### src/rtl/eth_rx_parser.sv
// eth_rx_parser: GMII receive parser for Ethernet/IPv4/UDP/ARP/ICMP with UDP payload streaming.
module eth_rx_parser #(
  parameter int MIN_PREAMBLE = 2,
  parameter bit CHECK_IP_DST = 1'b1
) (
  input  logic        aclk,
  input  logic        aresetn,
  input  logic [7:0]  gmii_rxd,
  input  logic        gmii_rx_dv,
  input  logic        gmii_rx_er,
  input  logic [47:0] mac_s_addr,
  input  logic [31:0] ip_s_addr,
  input  logic [15:0] port_s,
  output logic [7:0]  m_axis_tdata,
  output logic        m_axis_tvalid,
  output logic        m_axis_tlast,
  output logic [15:0] udp_len,
  output logic        arp_request_done,
  output logic        arp_oper,
  output logic        icmp_request_done,
  output logic [15:0] icmp_id,
  output logic [15:0] icmp_seq_num,
  output logic [47:0] mac_d_addr,
  output logic [31:0] ip_d_addr,
  output logic        rx_err
);
  typedef enum logic [3:0] {IDLE, PREAMBLE, ETH_HDR, IP_HDR, UDP_HDR, UDP_DATA, ARP_DATA, ICMP_HDR, DROP} state_t;
  localparam logic [55:0] ARP_FIX = 56'h0001_0800_0604_00;
  state_t      state;
  logic [5:0]  cnt;
  logic [15:0] pay_cnt;
  logic [23:0] sh;
  logic [47:0] smac;
  logic [31:0] sip;
  logic        ok, bc, is_icmp, oper_req, bad;
  logic [15:0] et;
  logic [7:0]  mac_b, ip_b, arp_b;
  assign et    = {sh[7:0], gmii_rxd};
  assign mac_b = 8'(mac_s_addr >> {3'd5 - cnt[2:0], 3'b000});
  assign ip_b  = 8'(ip_s_addr >> {2'd3 - cnt[1:0], 3'b000});
  assign arp_b = 8'(ARP_FIX >> {3'd6 - cnt[2:0], 3'b000});
  // Any header field mismatch sends the frame straight to DROP without touching outputs.
  always_comb begin
    bad = (state == ETH_HDR)  ? (cnt == 6'd13 && (!(ok || bc) || (et != 16'h0800 && et != 16'h0806))) :
          (state == IP_HDR)   ? ((cnt == 6'd0 && gmii_rxd != 8'h45) ||
                                 (cnt == 6'd9 && gmii_rxd != 8'h11 && gmii_rxd != 8'h01) ||
                                 (CHECK_IP_DST && cnt >= 6'd16 && gmii_rxd != ip_b)) :
          (state == UDP_HDR)  ? ((cnt == 6'd2 && gmii_rxd != port_s[15:8]) ||
                                 (cnt == 6'd3 && gmii_rxd != port_s[7:0]) ||
                                 (cnt == 6'd5 && et <= 16'd8)) :
          (state == ARP_DATA) ? ((cnt < 6'd7 && gmii_rxd != arp_b) ||
                                 (cnt == 6'd7 && gmii_rxd != 8'h01 && gmii_rxd != 8'h02) ||
                                 (cnt >= 6'd24 && gmii_rxd != ip_b)) :
          (state == ICMP_HDR) ? ((cnt == 6'd0 && gmii_rxd != 8'h08) || (cnt == 6'd1 && gmii_rxd != 8'h00)) :
          1'b0;
  end
  always_ff @(posedge aclk or negedge aresetn) begin
    if (!aresetn) begin
      state <= IDLE;
      cnt <= '0;
      pay_cnt <= '0;
      sh <= '0;
      smac <= '0;
      sip <= '0;
      ok <= 1'b0;
      bc <= 1'b0;
      is_icmp <= 1'b0;
      oper_req <= 1'b0;
      m_axis_tdata <= '0;
      m_axis_tvalid <= 1'b0;
      m_axis_tlast <= 1'b0;
      udp_len <= '0;
      arp_request_done <= 1'b0;
      arp_oper <= 1'b0;
      icmp_request_done <= 1'b0;
      icmp_id <= '0;
      icmp_seq_num <= '0;
      mac_d_addr <= '0;
      ip_d_addr <= '0;
      rx_err <= 1'b0;
    end else begin
      m_axis_tvalid <= 1'b0;
      m_axis_tlast <= 1'b0;
      arp_request_done <= 1'b0;
      icmp_request_done <= 1'b0;
      rx_err <= 1'b0;
      if (!gmii_rx_dv) begin
        rx_err <= (state == UDP_DATA);
        state <= IDLE;
      end else if (gmii_rx_er) begin
        rx_err <= (state == UDP_DATA);
        state <= DROP;
      end else if (bad) begin
        state <= DROP;
      end else begin
        cnt <= cnt + 6'd1;
        sh <= {sh[15:0], gmii_rxd};
        case (state)
          IDLE: begin
            state <= (gmii_rxd == 8'h55) ? PREAMBLE : DROP;
            cnt <= 6'd1;
          end
          PREAMBLE: begin
            if (gmii_rxd == 8'h55) cnt <= (cnt == 6'd63) ? cnt : cnt + 6'd1;
            else if (gmii_rxd == 8'hD5 && cnt >= 6'(MIN_PREAMBLE)) begin
              state <= ETH_HDR;
              cnt <= '0;
              ok <= 1'b1;
              bc <= 1'b1;
            end else state <= DROP;
          end
          ETH_HDR: begin
            if (cnt < 6'd6) begin
              ok <= ok && (gmii_rxd == mac_b);
              bc <= bc && (gmii_rxd == 8'hFF);
            end else if (cnt < 6'd12) smac <= {smac[39:0], gmii_rxd};
            if (cnt == 6'd13) begin
              cnt <= '0;
              state <= (et == 16'h0800) ? IP_HDR : ARP_DATA;
            end
          end
          IP_HDR: begin
            if (cnt == 6'd9) is_icmp <= (gmii_rxd == 8'h01);
            if (cnt >= 6'd12 && cnt < 6'd16) sip <= {sip[23:0], gmii_rxd};
            if (cnt == 6'd19) begin
              cnt <= '0;
              state <= is_icmp ? ICMP_HDR : UDP_HDR;
            end
          end
          UDP_HDR: if (cnt == 6'd7) begin
            udp_len <= sh[23:8];
            pay_cnt <= sh[23:8] - 16'd8;
            mac_d_addr <= smac;
            ip_d_addr <= sip;
            state <= UDP_DATA;
          end
          UDP_DATA: begin
            m_axis_tdata <= gmii_rxd;
            m_axis_tvalid <= 1'b1;
            pay_cnt <= pay_cnt - 16'd1;
            if (pay_cnt == 16'd1) begin
              m_axis_tlast <= 1'b1;
              state <= DROP;
            end
          end
          ARP_DATA: begin
            if (cnt == 6'd7) oper_req <= (gmii_rxd == 8'h01);
            if (cnt >= 6'd8 && cnt < 6'd14) smac <= {smac[39:0], gmii_rxd};
            if (cnt >= 6'd14 && cnt < 6'd18) sip <= {sip[23:0], gmii_rxd};
            if (cnt == 6'd27) begin
              mac_d_addr <= smac;
              ip_d_addr <= sip;
              arp_oper <= oper_req;
              arp_request_done <= 1'b1;
              state <= DROP;
            end
          end
          ICMP_HDR: if (cnt == 6'd7) begin
            icmp_id <= sh[23:8];
            icmp_seq_num <= et;
            mac_d_addr <= smac;
            ip_d_addr <= sip;
            icmp_request_done <= 1'b1;
            state <= DROP;
          end
          default: ;
        endcase
      end
    end
  end
endmodule

### config.mk
export PLATFORM = sky130hd
export DESIGN_NAME = eth_rx_parser
export DESIGN_NICKNAME = d
export VERILOG_FILES = /design/src/rtl/eth_rx_parser.sv
export SDC_FILE = /design/constraint.sdc
export NUM_CORES = 1
export LEC_CHECK = 0
export CAP_MARGIN = 40
export CORE_ASPECT_RATIO = 0.9
export CORE_MARGIN = 1.5
export CORE_UTILIZATION = 40
export CTS_BUF_LIST = sky130_fd_sc_hd__clkbuf_16
export DETAILED_ROUTE_END_ITERATION = 8
export GPL_TIMING_DRIVEN = 0
export PLACE_DENSITY = 0.74
export SLEW_MARGIN = 20
export SYNTH_ARGS = -nofsm -noshare
export SYNTH_HDL_FRONTEND = slang
export SYNTH_SLANG_ARGS = --single-unit
export TNS_END_PERCENT = 5
### constraint.sdc
create_clock -name aclk -period 4.1 [get_ports aclk]
set_input_delay 0.41 -clock aclk [delete_from_list [all_inputs] [get_ports aclk]]
set_output_delay 0.41 -clock aclk [all_outputs]
set_load 0.01 [all_outputs]
# == Word-level counts from Yosys, hierarchy flattened ==
# Cells that the tools add are included.
# totals
reg_bits,276
input_bits,108
output_inout_bits,142
wordCells,223
# classes
addsub,6
order_cmp,13
n_eq_ne,55
n_shift,3
muxes,68
bitwise_logic,2
reduce_logical,54
# op_table
operator,count
$mux 48,5
$pmux 48 s2,2
$mux 32,4
$pmux 32 s2,2
$mux 4,12
$shr 48x6->8,1
$shr 41x6->8 const A,1
$ne 16x12->1 const B,2
$ne 8x8->1,4
$pmux 16 s2,1
$pmux 4 s8,1
$shr 32x5->8,1
$mux 1,30
$mux 6,5
$ne 5x4->1 const B,6
$reduce_and 5->1,6
$pmux 6 s4,1
$logic_and 1x1->1,21
$ge 6x4->1 const B,3
$eq 16x1->1 const B,1
$eq 16x12->1 const B,1
$eq 4x3->1 const B,4
$eq 8x8->1 const B,2
$le 16x4->1 const B,1
other kinds (48),84

# == Longest topological paths before layout ==
# logic_depth
ltp_word,13
depth_mapped,15
ltp_nobuf,10

# == Least setup slack after synthesis ==
# Ideal clock, no wire load.
# synth_path
kind,register to register
from,register cnt[0]
to,register udp_len[11]
setup_time_ns,0.128
arrival_ns,3.919
t_required_ns,3.972
slack_ns,0.053
path_stages_with_launch,16
n_path_buf,6
synth_period_minus_slack_ns,4.047
cell_sequence,dfrtp_1 > buf_4 > buf_1 > buf_1 > inv_1 > ha_1 > a22o_1 > a221o_1 > a21oi_1 > and3_1 > buf_4 > a21boi_4 > and3_1 > buf_4 > buf_6 > mux2_1
# synth_between
elab_chain_len,12
elab_cells_between_ends,45
classes_between,2 x add/sub; 3 x order compare; 9 x eq/ne; 2 x shift; 5 x mux; 1 x bitwise; 23 x reduce/logical
# synth_rtl
element,line_no,rtl
start: declaration,30,logic [5:0] cnt;
start signal: assignment,96,cnt <= cnt + 6'd1;
start signal: assignment,104,if (gmii_rxd == 8'h55) cnt <= (cnt == 6'd63) ? cnt : cnt + 6'd1;
$sub 3x3->3,41,"assign arp_b = 8'(ARP_FIX >> {3'd6 - cnt[2:0], 3'b000});"
$shr 41x6->8,41,
$ne 8x8->1,51,(state == ARP_DATA) ? ((cnt < 6'd7 && gmii_rxd != arp_b) ||
$logic_and 1x1->1,51,
$logic_or 1x1->1,51,
$logic_or 1x1->1,52,(cnt == 6'd7 && gmii_rxd != 8'h01 && gmii_rxd != 8'h02) ||
$mux 1,51,
$mux 1,48,(state == UDP_HDR) ? ((cnt == 6'd2 && gmii_rxd != port_s[15:8]) ||
$mux 1,45,(state == IP_HDR) ? ((cnt == 6'd0 && gmii_rxd != 8'h45) ||
$mux 1,44,bad = (state == ETH_HDR) ? (cnt == 6'd13 && (!(ok || bc) || (et != 16'h0800 && et != 16'h0806))) :
$not 1->1 (no source line),--,
$reduce_and 5->1 (no source line) (*),--,
end signal: assignment,131,udp_len <= sh[23:8];
end: declaration,17,"output logic [15:0] udp_len,"
# Mark *: on every way between the ends. The rest lies on a longest branch, timed or not.
# A chain may end at the register's enable or synchronous reset.

# == Worst setup path after layout ==
# layout_path
from,register cnt[2]
to,register udp_len[14]
# The elaborated chain is that of the path after synthesis.

==> results.md <==
Critical path:
- The endpoint identified for the worst register-to-register timing path is udp_len[14]$_DFFE_PN0P_.
- The signal on the critical path passes through clkbuf_1 > clkbuf_1 > inv_1 > ha_1 > nor2b_1 > a21boi_0 > o31ai_1 > a21oi_1 > a21boi_4 > and3_1 > buf_4 > buf_6 > mux2_1.
- The largest single stage delay on the critical path is 0.42 ns.
- The type of the worst setup path is register to register.
- The cell occurring most often along the worst timing path is sky130_fd_sc_hd__clkbuf_1.
- The worst register-to-register path has a depth of 13.
- Data on the critical path arrives at its endpoint at 4.31 ns.
- The capturing element type of the critical path is a register.
- The master of the slowest instance on the critical path is sky130_fd_sc_hd__clkbuf_1.
- The required time reported for the critical path endpoint is 4.53 ns.
- In this run the worst path has a maximum fanout of 10.
- The startpoint identified for the worst register-to-register timing path is cnt[2]$_DFFE_PN0P_.
- The worst reg-to-reg setup slack is 0.22 ns.
- The kind of start point of the critical path is a register.

Timing:
- After layout, the minimum clock period comes to 3.88 ns.
- The post-layout worst setup margin is 0.224 ns.
- The final count of hold timing violations was 0.
- The count of final setup violators is 0.
- The maximum clock frequency is 258 MHz.
- The worst max-slew margin expressed relative to the limit is 41.6%.
- Of the available clock period, the critical path in the final layout requires 94.5%.
- The transition time at the pin with the least slew margin is 0.875 ns.
- The worst clock skew is 0.0154 ns.
- The final max-slew violation count is 0.
- Setup repair after global routing left no endpoint under its margin.
- The total negative slack for setup checks is 0 ns.

Routing:
- The number of optimization iterations in the first detailed-route pass is 5.
- The routed design has 34000 um of wire.
- The count of routing violations after the opening detailed-route iteration is 396.
- The number of antenna-violating nets in the routed design is 0.
- The DRC violation count after routing is 0.
- The routed wirelength normalized by instance count is 19.5 um.
- After detailed routing, the number of vias per cell comes to 5.34.
- The number of vias in the routed layout is 9315.

Synthesis:
- The mapped netlist covers 12900 um^2.
- Yosys mapped a number of flops with a built-in enable equal to 0.
- After synthesis, the cell types taking the most area are sky130_fd_sc_hd__dfrtp_1 54%, sky130_fd_sc_hd__mux2_2 19%, sky130_fd_sc_hd__mux4_2 2.8%.
- Each instance of the synthesized netlist takes up on average 12.6 um^2.
- The xor and xnor fraction of the mapped netlist area is 3.19%.
- The dominant combinational cell family by area after synthesis is multiplexers.
- The area fraction in compound gates after synthesis is 7.05%.
- The post-synthesis async set-or-reset flop share is 100%.
- The synthesized netlist cell count is 1026.
- Yosys printed 0 warnings.
- The synthesized design spends more area on one cell type than any other, namely sky130_fd_sc_hd__dfrtp_1.
- Yosys mapped the design onto 63 distinct sky130hd cell types.
- Multiplexer cells account for 24.1% of the synthesized area.
- In this run, synthesis produced a sequential element count of 276.
- Counting every net in the synthesized netlist gives 1145.
- The post-synthesis simple-gate area fraction is 7.72%.
- The area share of the largest cell type after synthesis is 53.6%.
- The proportion of synthesized chip area in sequential cells is 53.6%.
- The share of synthesized cell area in full adder, half adder and majority cells is 1.07%.
- Among all flip-flop cells after synthesis, the most frequent one is sky130_fd_sc_hd__dfrtp_1.

Floorplan:
- The total I/O pin count is 250.
- The placement row count is 62.
- The die is 173 um tall.
- The core region is 31800 um^2.
- The die covers 33300 um^2.
- Once the floorplan was initialized, standard cells occupied 40.5% of the core.
- The width of the chip is 192 um.

Worst hold path:
- The tightest min-delay check is of the input pin to register type.
- The worst hold path cell count is 2.
- The startpoint of the most critical hold path is gmii_rx_dv.
- The endpoint of the worst hold-timing path is state[3]$_DFFE_PN0P_.

Placement:
- The final weighted congestion of routability-driven global placement is 0.925.
- The post-detailed-placement half-perimeter wirelength is 24700 um.
- Counting tap cells, the placed design contains a total of 1691 instances.
- In this run the tool buffered the top-level ports with 246 buffer cells.
- At the placement stage, the worst setup path has a slack of -0.998 ns.
- After detailed placement, the total cell area comes to 15900 um^2.

Final layout:
- From synthesis to final layout, the design area changed by 31.0%.
- After routing the design area is 16900 um^2.
- The most frequent standard cell in the layout excluding fill and tap cells is sky130_fd_sc_hd__dfrtp_1.
- The post-layout net count is 1428.
- The count of antenna diodes in the layout is 0.
- The library cells used most frequently in the layout, excluding fill and tap cells, are 276 x sky130_fd_sc_hd__dfrtp_1, 245 x sky130_fd_sc_hd__clkdlybuf4s50_1, 216 x sky130_fd_sc_hd__mux2_2, 51 x sky130_fd_sc_hd__nand2_1, 49 x sky130_fd_sc_hd__nor2_1.
- The fraction of layout cells with a size suffix above 1 is 23.6%.
- The finished layout holds 1745 standard cells, fillers aside.

Power and ir drop:
- The design draws 6.43 mW.
- Summed over all cells, the static leakage comes to 7.71 nW.
- The highest ir drop seen on vdd is 0.000276 V.
- Power spread over the standard cell area amounts to 381 nW/um^2.

Global routing:
- The via count of the first global-routing pass is 9600.
- The pin count of the biggest net entering global routing is 103.
- The total congestion overflow after global routing is 0.
- The first-pass GRT wire length is 54400 um.
- Across every metal layer, demand over resource in global routing totals 20.6%.
- The initial antenna violation count came to 0.

Clocking:
- The number of buffers created by CTS is 30.
- The maximum clock path buffer count is 3.
- The CTS sink count is 276.
- The root cell of the clock tree is sky130_fd_sc_hd__clkbuf_16.
- In this run the number of H-tree levels came out at 1.
- The TritonCTS clock tree is built.
- The clock network latency to the later pin of the worst-skew pair is 0.56 ns.
- The clock edge transition at the registers on the reported setup and hold paths is 0.06 ns.

Status:
- The run finished with clean final reports.

Run:
- The count of maximum capacitance violations is 0.
[metal layers]
metal | track usage, % | up-vias | routed length (um)
li1 | - | 4267 | -
met4 | 4.17 | 0 | 585
met5 | 0 | - | 0
met2 | 33.1 | 310 | 16000
met1 | 29.4 | 4692 | 15500
met3 | 3.56 | 46 | 1870
[worst max-delay path: cells and delay by family, from the launching register on]
family,cells,cell delay [ns]
AO/OA/AOI/OAI,4,1.18
adder cells (fa/ha/maj),1,0.19
buffers and inverters,5,1.29
flip-flops,1,0.39
multiplexers,1,0.34
AND/OR/NAND/NOR,2,0.37
[worst max path at each step]
stage | end | slack (ns) | cells past startpoint | from
floorplan | udp_len[11]$_DFFE_PN0P_ | 0.05 | 15 | cnt[0]$_DFFE_PN0P_
global placement | icmp_id[5]$_DFFE_PN0P_ | -9.19 | 1 | aresetn
detailed placement | ip_d_addr[24]$_DFFE_PN0P_ | -1.0 | 13 | cnt[0]$_DFFE_PN0P_
CTS | udp_len[14]$_DFFE_PN0P_ | 0.04 | 13 | cnt[1]$_DFFE_PN0P_
global route | udp_len[14]$_DFFE_PN0P_ | 0.01 | 13 | cnt[2]$_DFFE_PN0P_
finish | udp_len[14]$_DFFE_PN0P_ | 0.22 | 13 | cnt[2]$_DFFE_PN0P_
[cell families after synthesis]
| logic type | Yosys count |
|---|---|
| AND/OR/NAND/NOR | 204 |
| adder cells (fa/ha/maj) | 11 |
| XOR/XNOR | 47 |
| multiplexers | 261 |
| buffers and inverters | 87 |
| AO/OA/AOI/OAI | 140 |
| flip-flops | 276 |
[report_power, final]
group / leakage [nW] / switching [mW] / total (mW) / internal (mW)
clock: 0.462 / 1.09 / 2.48 / 1.39
sequential: 3.77 / 0.124 / 2.93 / 2.80
combinational: 3.48 / 0.556 / 1.03 / 0.477
[stage by stage]
step,hold WS (ns),utilization [%]
global placement,0.468,49.9
global route,0.425,53.1
detailed placement,0.478,50.1
floorplan,0.114,-
finish,0.445,53.1
CTS,0.422,53.0
[state kept, by name, summed over array words and instances, names as in the netlist, 6 cells and up]
register      count
pay_cnt          16
cnt               6
icmp_id          16
m_axis_tdata      8
sh               24
mac_d_addr       48
udp_len          16
sip              32
icmp_seq_num     16
ip_d_addr        32
smac             48
[repair_timing]
| action | CTS | global route |
|---|---|---|
| hold endpoints to repair | 92 | 0 |
| hold buffers | 1 | 0 |
| setup endpoints to repair | 207 | 78 |
| pin swaps | 1 | 0 |
| setup buffers | 1 | 0 |
| gates resized for setup | 0 | 2 |
| cloned | 0 | 0 |
[cells in the mapped netlist (4+ instances only)]
library cell and n:
sky130_fd_sc_hd__clkbuf_1 29, sky130_fd_sc_hd__a41oi_1 4, sky130_fd_sc_hd__a31oi_1 16, sky130_fd_sc_hd__mux2_2 216, sky130_fd_sc_hd__o31ai_1 7, sky130_fd_sc_hd__mux2i_1 10
sky130_fd_sc_hd__nand2_1 51, sky130_fd_sc_hd__nor2_1 49, sky130_fd_sc_hd__nor2b_1 5, sky130_fd_sc_hd__mux4_2 16, sky130_fd_sc_hd__nor3_1 21, sky130_fd_sc_hd__a21oi_1 38
sky130_fd_sc_hd__dfrtp_1 276, sky130_fd_sc_hd__nand4_1 7, sky130_fd_sc_hd__xor2_1 25, sky130_fd_sc_hd__buf_2 16, sky130_fd_sc_hd__xnor2_1 22, sky130_fd_sc_hd__inv_1 24
sky130_fd_sc_hd__nand3_1 21, sky130_fd_sc_hd__a21o_1 4, sky130_fd_sc_hd__o21ai_0 34, sky130_fd_sc_hd__mux2_1 19, sky130_fd_sc_hd__nor4_1 15, sky130_fd_sc_hd__nand2b_1 5
sky130_fd_sc_hd__buf_1 6, sky130_fd_sc_hd__buf_6 9, sky130_fd_sc_hd__or3_1 9, sky130_fd_sc_hd__and3_1 4, sky130_fd_sc_hd__a22o_1 5, sky130_fd_sc_hd__ha_1 11
[final cells by class]
| class | count | area (um^2) |
|---|---|---|
| buffer | 61 | 333 |
| tap | 416 | 520 |
| clock inverter | 22 | 154 |
| multi-input combinational | 663 | 5560 |
| timing repair buffer | 253 | 2570 |
| fill | 2800 | 14900 |
| clock buffer | 30 | 751 |
| sequential | 276 | 6910 |
| inverter | 24 | 90.1 |
Note: power is estimated with default switching activity, not from simulation.
